<file path="config.mk">
export PLATFORM = sky130hd
export DESIGN_NAME = sc_game_sequencer
export DESIGN_NICKNAME = d
export VERILOG_FILES = /design/src/rtl/sc_game_pkg.sv /design/src/rtl/sc_button_edge.sv /design/src/rtl/sc_game_sequencer.sv
export SDC_FILE = /design/constraint.sdc
export NUM_CORES = 1
export LEC_CHECK = 0
export CAP_MARGIN = 20
export CORE_MARGIN = 2
export CORE_UTILIZATION = 55
export CTS_CLUSTER_SIZE = 24
export DETAILED_ROUTE_END_ITERATION = 10
export GPL_ROUTABILITY_DRIVEN = 1
export PLACE_DENSITY_LB_ADDON = 0.25
export SYNTH_ARGS = -nofsm -noshare
export SYNTH_HDL_FRONTEND = slang
export SYNTH_SLANG_ARGS = --single-unit
</file>
<file path="constraint.sdc">
create_clock -name SC_GAMESEQ_CLOCK_50 -period 3.05 [get_ports SC_GAMESEQ_CLOCK_50]
set_input_delay 0.61 -clock SC_GAMESEQ_CLOCK_50 [delete_from_list [all_inputs] [get_ports SC_GAMESEQ_CLOCK_50]]
set_output_delay 0.61 -clock SC_GAMESEQ_CLOCK_50 [all_outputs]
set_load 0.005 [all_outputs]
</file>
<file path="src/rtl/sc_game_pkg.sv">
// -----------------------------------------------------------------------------
// sc_game_pkg
// Shared types and constants for the RoadFighter game-flow sequencer:
//   - state_t      : sequencer state encoding
//   - SEL_*        : screen-mux select codes (PLAY and PAUSE share a code, the
//                    mux shows a frozen frame while paused)
//   - LIVES_W/LEVEL_W : widths of the lives and level outputs
//   - select_code(): maps a state to its screen-mux code
// -----------------------------------------------------------------------------
package sc_game_pkg;

    localparam int LIVES_W = 4;
    localparam int LEVEL_W = 4;
    localparam int CODE_W  = 3;

    typedef enum logic [2:0] {
        ST_IDLE      = 3'd0,
        ST_COUNTDOWN = 3'd1,
        ST_PLAY      = 3'd2,
        ST_PAUSE     = 3'd3,
        ST_CRASH     = 3'd4,
        ST_LEVELUP   = 3'd5,
        ST_GAMEOVER  = 3'd6
    } state_t;

    localparam logic [CODE_W-1:0] SEL_IDLE      = 3'd0;
    localparam logic [CODE_W-1:0] SEL_COUNTDOWN = 3'd1;
    localparam logic [CODE_W-1:0] SEL_PLAY      = 3'd2;
    localparam logic [CODE_W-1:0] SEL_CRASH     = 3'd3;
    localparam logic [CODE_W-1:0] SEL_LEVELUP   = 3'd4;
    localparam logic [CODE_W-1:0] SEL_GAMEOVER  = 3'd5;

    function automatic logic [CODE_W-1:0] select_code(input state_t s);
        case (s)
            ST_COUNTDOWN: select_code = SEL_COUNTDOWN;
            ST_PLAY:      select_code = SEL_PLAY;
            ST_PAUSE:     select_code = SEL_PLAY;
            ST_CRASH:     select_code = SEL_CRASH;
            ST_LEVELUP:   select_code = SEL_LEVELUP;
            ST_GAMEOVER:  select_code = SEL_GAMEOVER;
            default:      select_code = SEL_IDLE;
        endcase
    endfunction

endpackage

</file>
<file path="src/rtl/sc_button_edge.sv">
// -----------------------------------------------------------------------------
// sc_button_edge
// Falling-edge detector for an active-low, already synchronous button.
//   clk   : system clock
//   rst   : asynchronous active-high reset
//   btn_n : button level, active-low
//   fall  : high in the cycle whose sample shows 1 -> 0
// The history register resets to 1, and the first sample after reset only
// loads history, so a button held low through reset release gives no event.
// -----------------------------------------------------------------------------
module sc_button_edge (
    input  logic clk,
    input  logic rst,
    input  logic btn_n,
    output logic fall
);

    logic prev_q;
    logic armed_q;

    // NOTE: sequential state uses non-blocking assignments only, so every
    // register samples pre-edge values regardless of statement order.
    always_ff @(posedge clk or posedge rst) begin
        if (rst) begin
            prev_q  <= 1'b1;
            armed_q <= 1'b0;
        end else begin
            prev_q  <= btn_n;
            armed_q <= 1'b1;
        end
    end

    assign fall = armed_q & prev_q & ~btn_n;

endmodule

</file>
<file path="src/rtl/sc_game_sequencer.sv">
// -----------------------------------------------------------------------------
// sc_game_sequencer
// Tick-timed game-flow FSM: idle, countdown, play, pause, crash, level-up and
// game-over. Tracks lives, level and distance; all outputs are registered.
//   SC_GAMESEQ_CLOCK_50       : system clock
//   SC_GAMESEQ_RESET_InHigh   : asynchronous active-high reset
//   SC_GAMESEQ_START_InLow    : start button (falling edge acts)
//   SC_GAMESEQ_PAUSE_InLow    : pause button (falling edge toggles pause)
//   SC_GAMESEQ_TICK_InHigh    : one-cycle time-base pulse
//   SC_GAMESEQ_CRASH_InHigh   : collision level from the playfield
//   SC_GAMESEQ_SELECT_OutBUS  : screen-mux select (code of current state)
//   SC_GAMESEQ_COUNT_OutBUS   : remaining ticks (COUNTDOWN/CRASH/LEVELUP) or
//                               distance (PLAY/PAUSE)
//   SC_GAMESEQ_LIVES_OutBUS   : lives remaining
//   SC_GAMESEQ_LEVEL_OutBUS   : current level, 1-based
//   SC_GAMESEQ_RUN_OutHigh    : high only in PLAY
//   SC_GAMESEQ_CLEAR_OutHigh  : one-cycle pulse after entering COUNTDOWN
//   SC_GAMESEQ_WIN_OutHigh    : game over with all levels completed
// -----------------------------------------------------------------------------
module sc_game_sequencer
    import sc_game_pkg::*;
#(
    parameter int SELECT_WIDTH    = 3,
    parameter int COUNT_WIDTH     = 8,
    parameter int COUNTDOWN_TICKS = 3,
    parameter int CRASH_TICKS     = 2,
    parameter int LIVES           = 3,
    parameter int GOAL_TICKS      = 8,
    parameter int LEVELS          = 2
) (
    input  logic                    SC_GAMESEQ_CLOCK_50,
    input  logic                    SC_GAMESEQ_RESET_InHigh,
    input  logic                    SC_GAMESEQ_START_InLow,
    input  logic                    SC_GAMESEQ_PAUSE_InLow,
    input  logic                    SC_GAMESEQ_TICK_InHigh,
    input  logic                    SC_GAMESEQ_CRASH_InHigh,
    output logic [SELECT_WIDTH-1:0] SC_GAMESEQ_SELECT_OutBUS,
    output logic [COUNT_WIDTH-1:0]  SC_GAMESEQ_COUNT_OutBUS,
    output logic [LIVES_W-1:0]      SC_GAMESEQ_LIVES_OutBUS,
    output logic [LEVEL_W-1:0]      SC_GAMESEQ_LEVEL_OutBUS,
    output logic                    SC_GAMESEQ_RUN_OutHigh,
    output logic                    SC_GAMESEQ_CLEAR_OutHigh,
    output logic                    SC_GAMESEQ_WIN_OutHigh
);

    localparam logic [COUNT_WIDTH-1:0] CNT_ONE    = COUNT_WIDTH'(1);
    localparam logic [COUNT_WIDTH-1:0] CNT_CD     = COUNT_WIDTH'(COUNTDOWN_TICKS);
    localparam logic [COUNT_WIDTH-1:0] CNT_CRASH  = COUNT_WIDTH'(CRASH_TICKS);
    localparam logic [COUNT_WIDTH-1:0] CNT_GOAL   = COUNT_WIDTH'(GOAL_TICKS);
    localparam logic [LIVES_W-1:0]     LIVES_INIT = LIVES_W'(LIVES);
    localparam logic [LEVEL_W-1:0]     LEVEL_LAST = LEVEL_W'(LEVELS);

    logic clk;
    logic rst;
    logic tick;
    logic crash;
    logic start_ev;
    logic pause_ev;

    assign clk   = SC_GAMESEQ_CLOCK_50;
    assign rst   = SC_GAMESEQ_RESET_InHigh;
    assign tick  = SC_GAMESEQ_TICK_InHigh;
    assign crash = SC_GAMESEQ_CRASH_InHigh;

    sc_button_edge u_start_edge (
        .clk   (clk),
        .rst   (rst),
        .btn_n (SC_GAMESEQ_START_InLow),
        .fall  (start_ev)
    );

    sc_button_edge u_pause_edge (
        .clk   (clk),
        .rst   (rst),
        .btn_n (SC_GAMESEQ_PAUSE_InLow),
        .fall  (pause_ev)
    );

    state_t                   state_q, state_d;
    logic [COUNT_WIDTH-1:0]   count_q, count_d;
    logic [LIVES_W-1:0]       lives_q, lives_d;
    logic [LEVEL_W-1:0]       level_q, level_d;
    logic                     win_q, win_d;
    logic [SELECT_WIDTH-1:0]  select_q;
    logic                     run_q;
    logic                     clear_q;

    // NOTE: every next-state variable gets its hold value before the case, so
    // no path through the block can leave one unassigned and infer a latch.
    always_comb begin
        state_d = state_q;
        count_d = count_q;
        lives_d = lives_q;
        level_d = level_q;
        win_d   = win_q;

        case (state_q)
            ST_IDLE: begin
                if (start_ev) begin
                    state_d = ST_COUNTDOWN;
                    lives_d = LIVES_INIT;
                    level_d = LEVEL_W'(1);
                    count_d = CNT_CD;
                end
            end

            ST_COUNTDOWN: begin
                if (tick) begin
                    if (count_q == CNT_ONE) begin
                        state_d = ST_PLAY;
                        count_d = '0;
                    end else begin
                        count_d = count_q - CNT_ONE;
                    end
                end
            end

            ST_PLAY: begin
                // Crash beats pause, pause beats the distance tick.
                if (crash) begin
                    state_d = ST_CRASH;
                    count_d = CNT_CRASH;
                end else if (pause_ev) begin
                    state_d = ST_PAUSE;
                end else if (tick) begin
                    if (count_q + CNT_ONE == CNT_GOAL) begin
                        state_d = ST_LEVELUP;
                        count_d = CNT_CRASH;
                    end else begin
                        count_d = count_q + CNT_ONE;
                    end
                end
            end

            ST_PAUSE: begin
                if (pause_ev) begin
                    state_d = ST_PLAY;
                end
            end

            ST_CRASH: begin
                if (tick) begin
                    if (count_q == CNT_ONE) begin
                        if (lives_q == LIVES_W'(1)) begin
                            state_d = ST_GAMEOVER;
                            lives_d = '0;
                            win_d   = 1'b0;
                            count_d = '0;
                        end else begin
                            state_d = ST_COUNTDOWN;
                            lives_d = lives_q - LIVES_W'(1);
                            count_d = CNT_CD;
                        end
                    end else begin
                        count_d = count_q - CNT_ONE;
                    end
                end
            end

            ST_LEVELUP: begin
                if (tick) begin
                    if (count_q == CNT_ONE) begin
                        if (level_q == LEVEL_LAST) begin
                            state_d = ST_GAMEOVER;
                            win_d   = 1'b1;
                            count_d = '0;
                        end else begin
                            state_d = ST_COUNTDOWN;
                            level_d = level_q + LEVEL_W'(1);
                            count_d = CNT_CD;
                        end
                    end else begin
                        count_d = count_q - CNT_ONE;
                    end
                end
            end

            ST_GAMEOVER: begin
                if (start_ev) begin
                    state_d = ST_IDLE;
                    win_d   = 1'b0;
                    count_d = '0;
                end
            end

            default: begin
                state_d = ST_IDLE;
                count_d = '0;
            end
        endcase
    end

    // Output registers are loaded from the next state, so select/run/clear
    // change on the same edge as the state itself.
    always_ff @(posedge clk or posedge rst) begin
        if (rst) begin
            state_q  <= ST_IDLE;
            count_q  <= '0;
            lives_q  <= '0;
            level_q  <= '0;
            win_q    <= 1'b0;
            select_q <= '0;
            run_q    <= 1'b0;
            clear_q  <= 1'b0;
        end else begin
            state_q  <= state_d;
            count_q  <= count_d;
            lives_q  <= lives_d;
            level_q  <= level_d;
            win_q    <= win_d;
            select_q <= SELECT_WIDTH'(select_code(state_d));
            run_q    <= (state_d == ST_PLAY);
            clear_q  <= (state_d == ST_COUNTDOWN) && (state_q != ST_COUNTDOWN);
        end
    end

    assign SC_GAMESEQ_SELECT_OutBUS = select_q;
    assign SC_GAMESEQ_COUNT_OutBUS  = count_q;
    assign SC_GAMESEQ_LIVES_OutBUS  = lives_q;
    assign SC_GAMESEQ_LEVEL_OutBUS  = level_q;
    assign SC_GAMESEQ_RUN_OutHigh   = run_q;
    assign SC_GAMESEQ_CLEAR_OutHigh = clear_q;
    assign SC_GAMESEQ_WIN_OutHigh   = win_q;

endmodule

</file>
==> impl_metrics.csv <==
group,metric,value,unit
floorplan,initial_core_util,0.584,
route,drcViolationCount,0,
cts,cts_tree,"yes",
synthesis,synth.most_common_cell,"dfrtp_1",
timing,finalClockSkew,10.7,ps
synthesis,syn_inst,228,
route,drt_iter0_drc,75,
timing,post-route-period-util,0.836,
cells_and_area,fin_util,0.716,
synthesis,synth_edf_count,0,
power_and_ir_drop,ir_drop,0.465,mV
synthesis,synth_nets,241,
synthesis,synth.area.top_cells,"dfrtp_1 (33%), ha_1 (4.4%), o21ai_0 (4.3%)",
timing,worstMarginPinSlew,602,ps
timing,tns,0,ps
timing,slew_violations,0,
synthesis,yosys.area.top_type,"dfrtp_1",
floorplan,row_count,21,
synthesis,async_flop_share,1.00,
timing,rsz0062_at_grt,"false",
cells_and_area,final_nets,277,
timing,period_minus_slack,2550,ps
critical_path,crit_arrival,2820,ps
placement,place_congestion,0.895,
synthesis,netlist_top_cells_count,"dfrtp_1 (26), nor2_1 (17), o21ai_0 (17)",
grt,grt_pass1_wl,8250,um
synthesis,syn_avg_cell_area,8.68,um2
timing,relSlewSlack,0.598,
grt,grt_pass1_vias,1819,
critical_path,worst_ep_required_time,3320,ps
synthesis,seq_area_frac_synth,0.355,
critical_path,timing.rr.start,"SC_GAMESEQ_LIVES_OutBUS[1]",
route,wl,4680,um
cts,clk_pin_slew,160,ps
cells_and_area,antenna_cells,0,
grt,grt_overflow,0,
cts,clock_path_buffers,2,
cts,clock_latency,340,ps
cts,cts_resized,0,
cells_and_area,drive_above_1_share,0.125,
placement,placed_cell_area,2370,um2
synthesis,synth_area,1980,um2
synthesis,ys_types,56,
power_and_ir_drop,leakage,0.971,nW
cells_and_area,design_area,2430,um2
cts,ctsHoldBuffers,0,
floorplan,core,3390,um2
floorplan,fp.dieArea,4090,um2
cts,post-cts-setup-buffer-count,0,
critical_path,worstSetupPathType,"flop to flop",
power_and_ir_drop,powerDensity,888,nW/um2
critical_path,start_kind,"flop",
synthesis,synthFlopType,"dfrtp_1",
synthesis,ys_seq_elements,28,
timing,hold_violations,0,
critical_path,crit_start,"SC_GAMESEQ_LIVES_OutBUS[1]",
route,vias_per_cell,6.22,
cts,cts_num_sinks,28,
cts,cts_root_buf,"clkbuf_4",
floorplan,die_h,64.0,um
timing,fmax,392,MHz
grt,grt_max_degree,29,
cts,htreeDepth,1,
min_path,hold_path.class,"flop to flop",
placement,portBuffers,27,
route,dr_total_vias,1921,
min_path,hold_start,"SC_GAMESEQ_WIN_OutHigh",
placement,hpwlAfterDp,3440,um
route,antenna_left,0,
cts,cts_inserted_buffers,3,
timing,setup_viol,0,
route,drt-wirelength-per-cell,15.2,um
route,firstDrtPassIters,4,
run_status,outcome,"completed",
critical_path,cp-end-kind,"flop",
grt,grt_use_total,0.255,
synthesis,synth_top_area_share,0.329,
critical_path,cp_max_fo,5,
floorplan,io_pins,28,
synthesis,synth_warnings,0,
floorplan,die_w,64.0,um
run,timing.max_cap.violations,0,
grt,antenna_found_initial,0,
cells_and_area,area_delta_synth_final,22.6,%
[critical path, cell delays in order, from the launching register on]
cell and delay, ps:
dfrtp_1 440, inv_1 80, ha_1 180, or3b_2 510, a22oi_1 200, buf_4 170
o211ai_1 130, a211oi_1 420, inv_1 130, nor3b_1 220
[cells by family after synthesis]
group           Yosys count  share of synthesized area
fa+ha+maj                 7                     0.0442
buf+inv                  22                     0.0455
mux                       5                     0.0259
flops                    28                      0.355
simple gates             93                      0.276
other cells               1                    0.00189
xor+xnor                  4                     0.0177
compound gates           68                      0.234
[per-layer routing]
| layer | GRT usage | routed length [um] | vias up |
|---|---|---|---|
| met5 | 0 | 0 | - |
| met4 | 0.152 | 178 | 0 |
| met3 | 0.0264 | 228 | 17 |
| met2 | 0.422 | 2220 | 76 |
| met1 | 0.321 | 2050 | 904 |
| li1 | - | - | 924 |
[per-stage QoR]
step                hold WS, ps  std cells  worst slack [ps]  power (mW)
floorplan                   519        228               599        1.45
global placement            533        305               232        1.87
detailed placement          545        305               198        1.90
CTS                         570        309               479        2.16
global route                604        309               240        2.35
finish                      565        309               501        2.16
[area by class of cell]
class | count | area, um2
Timing Repair Buffer | 43 | 390
Clock buffer | 3 | 22.5
Clock inverter | 1 | 30.0
Inverter | 10 | 37.5
Tap cell | 46 | 57.6
Fill cell | 270 | 962
Multi-Input combinational cell | 178 | 1190
Sequential cell | 28 | 703
[power by group]
group / total (mW) / leakage, nW / switching, mW / internal (mW)
clock: 0.247 / 0.0279 / 0.114 / 0.133
sequential: 0.680 / 0.349 / 0.201 / 0.479
combinational: 1.23 / 0.594 / 0.626 / 0.602
total: 2.16 / 0.971 / 0.941 / 1.21
[state kept, by name (all words and copies together), names as in the netlist]
signal	cells
SC_GAMESEQ_LEVEL_OutBUS	4
SC_GAMESEQ_SELECT_OutBUS	3
SC_GAMESEQ_RUN_OutHigh	1
SC_GAMESEQ_CLEAR_OutHigh	1
u_pause_edge.prev_q	1
state_q	3
SC_GAMESEQ_COUNT_OutBUS	8
u_start_edge.prev_q	1
SC_GAMESEQ_WIN_OutHigh	1
u_pause_edge.armed_q	1
SC_GAMESEQ_LIVES_OutBUS	4
[layout by cell type (no fill, tap or decap), types with 3 or more instances in the layout]
cell and n:
clkdlybuf4s50_1 27, dfrtp_1 26, nor2_1 17, o21ai_0 17, buf_4 16, nand2_1 13
a21oi_1 11, nor3_1 10, inv_1 10, ha_1 7, o22ai_1 6, nor4_1 5
nand2b_1 5, and2_1 5, nand3_1 5, nor2b_1 4, xnor2_1 4, mux2i_1 4
a211oi_1 4, o31ai_1 4, a31oi_1 4, or3_1 4, nand3b_1 3, o221ai_1 3
nand4_1 3, or3b_2 3, nor3b_1 3, a22oi_1 3, o211ai_1 3, clkbuf_4 3
[final timing paths]
check	slack (ps)	end	cells past startpoint
worst max-delay path	500	SC_GAMESEQ_RUN_OutHigh	9
worst min-delay path	570	SC_GAMESEQ_WIN_OutHigh	2
worst max register to register	500	SC_GAMESEQ_RUN_OutHigh	9
worst min register to register	570	SC_GAMESEQ_WIN_OutHigh	2
max in group asynchronous	2120	u_pause_edge.prev_q	3
min in group asynchronous	610	SC_GAMESEQ_LIVES_OutBUS[0]	3
(Power assumes the default switching activity.)
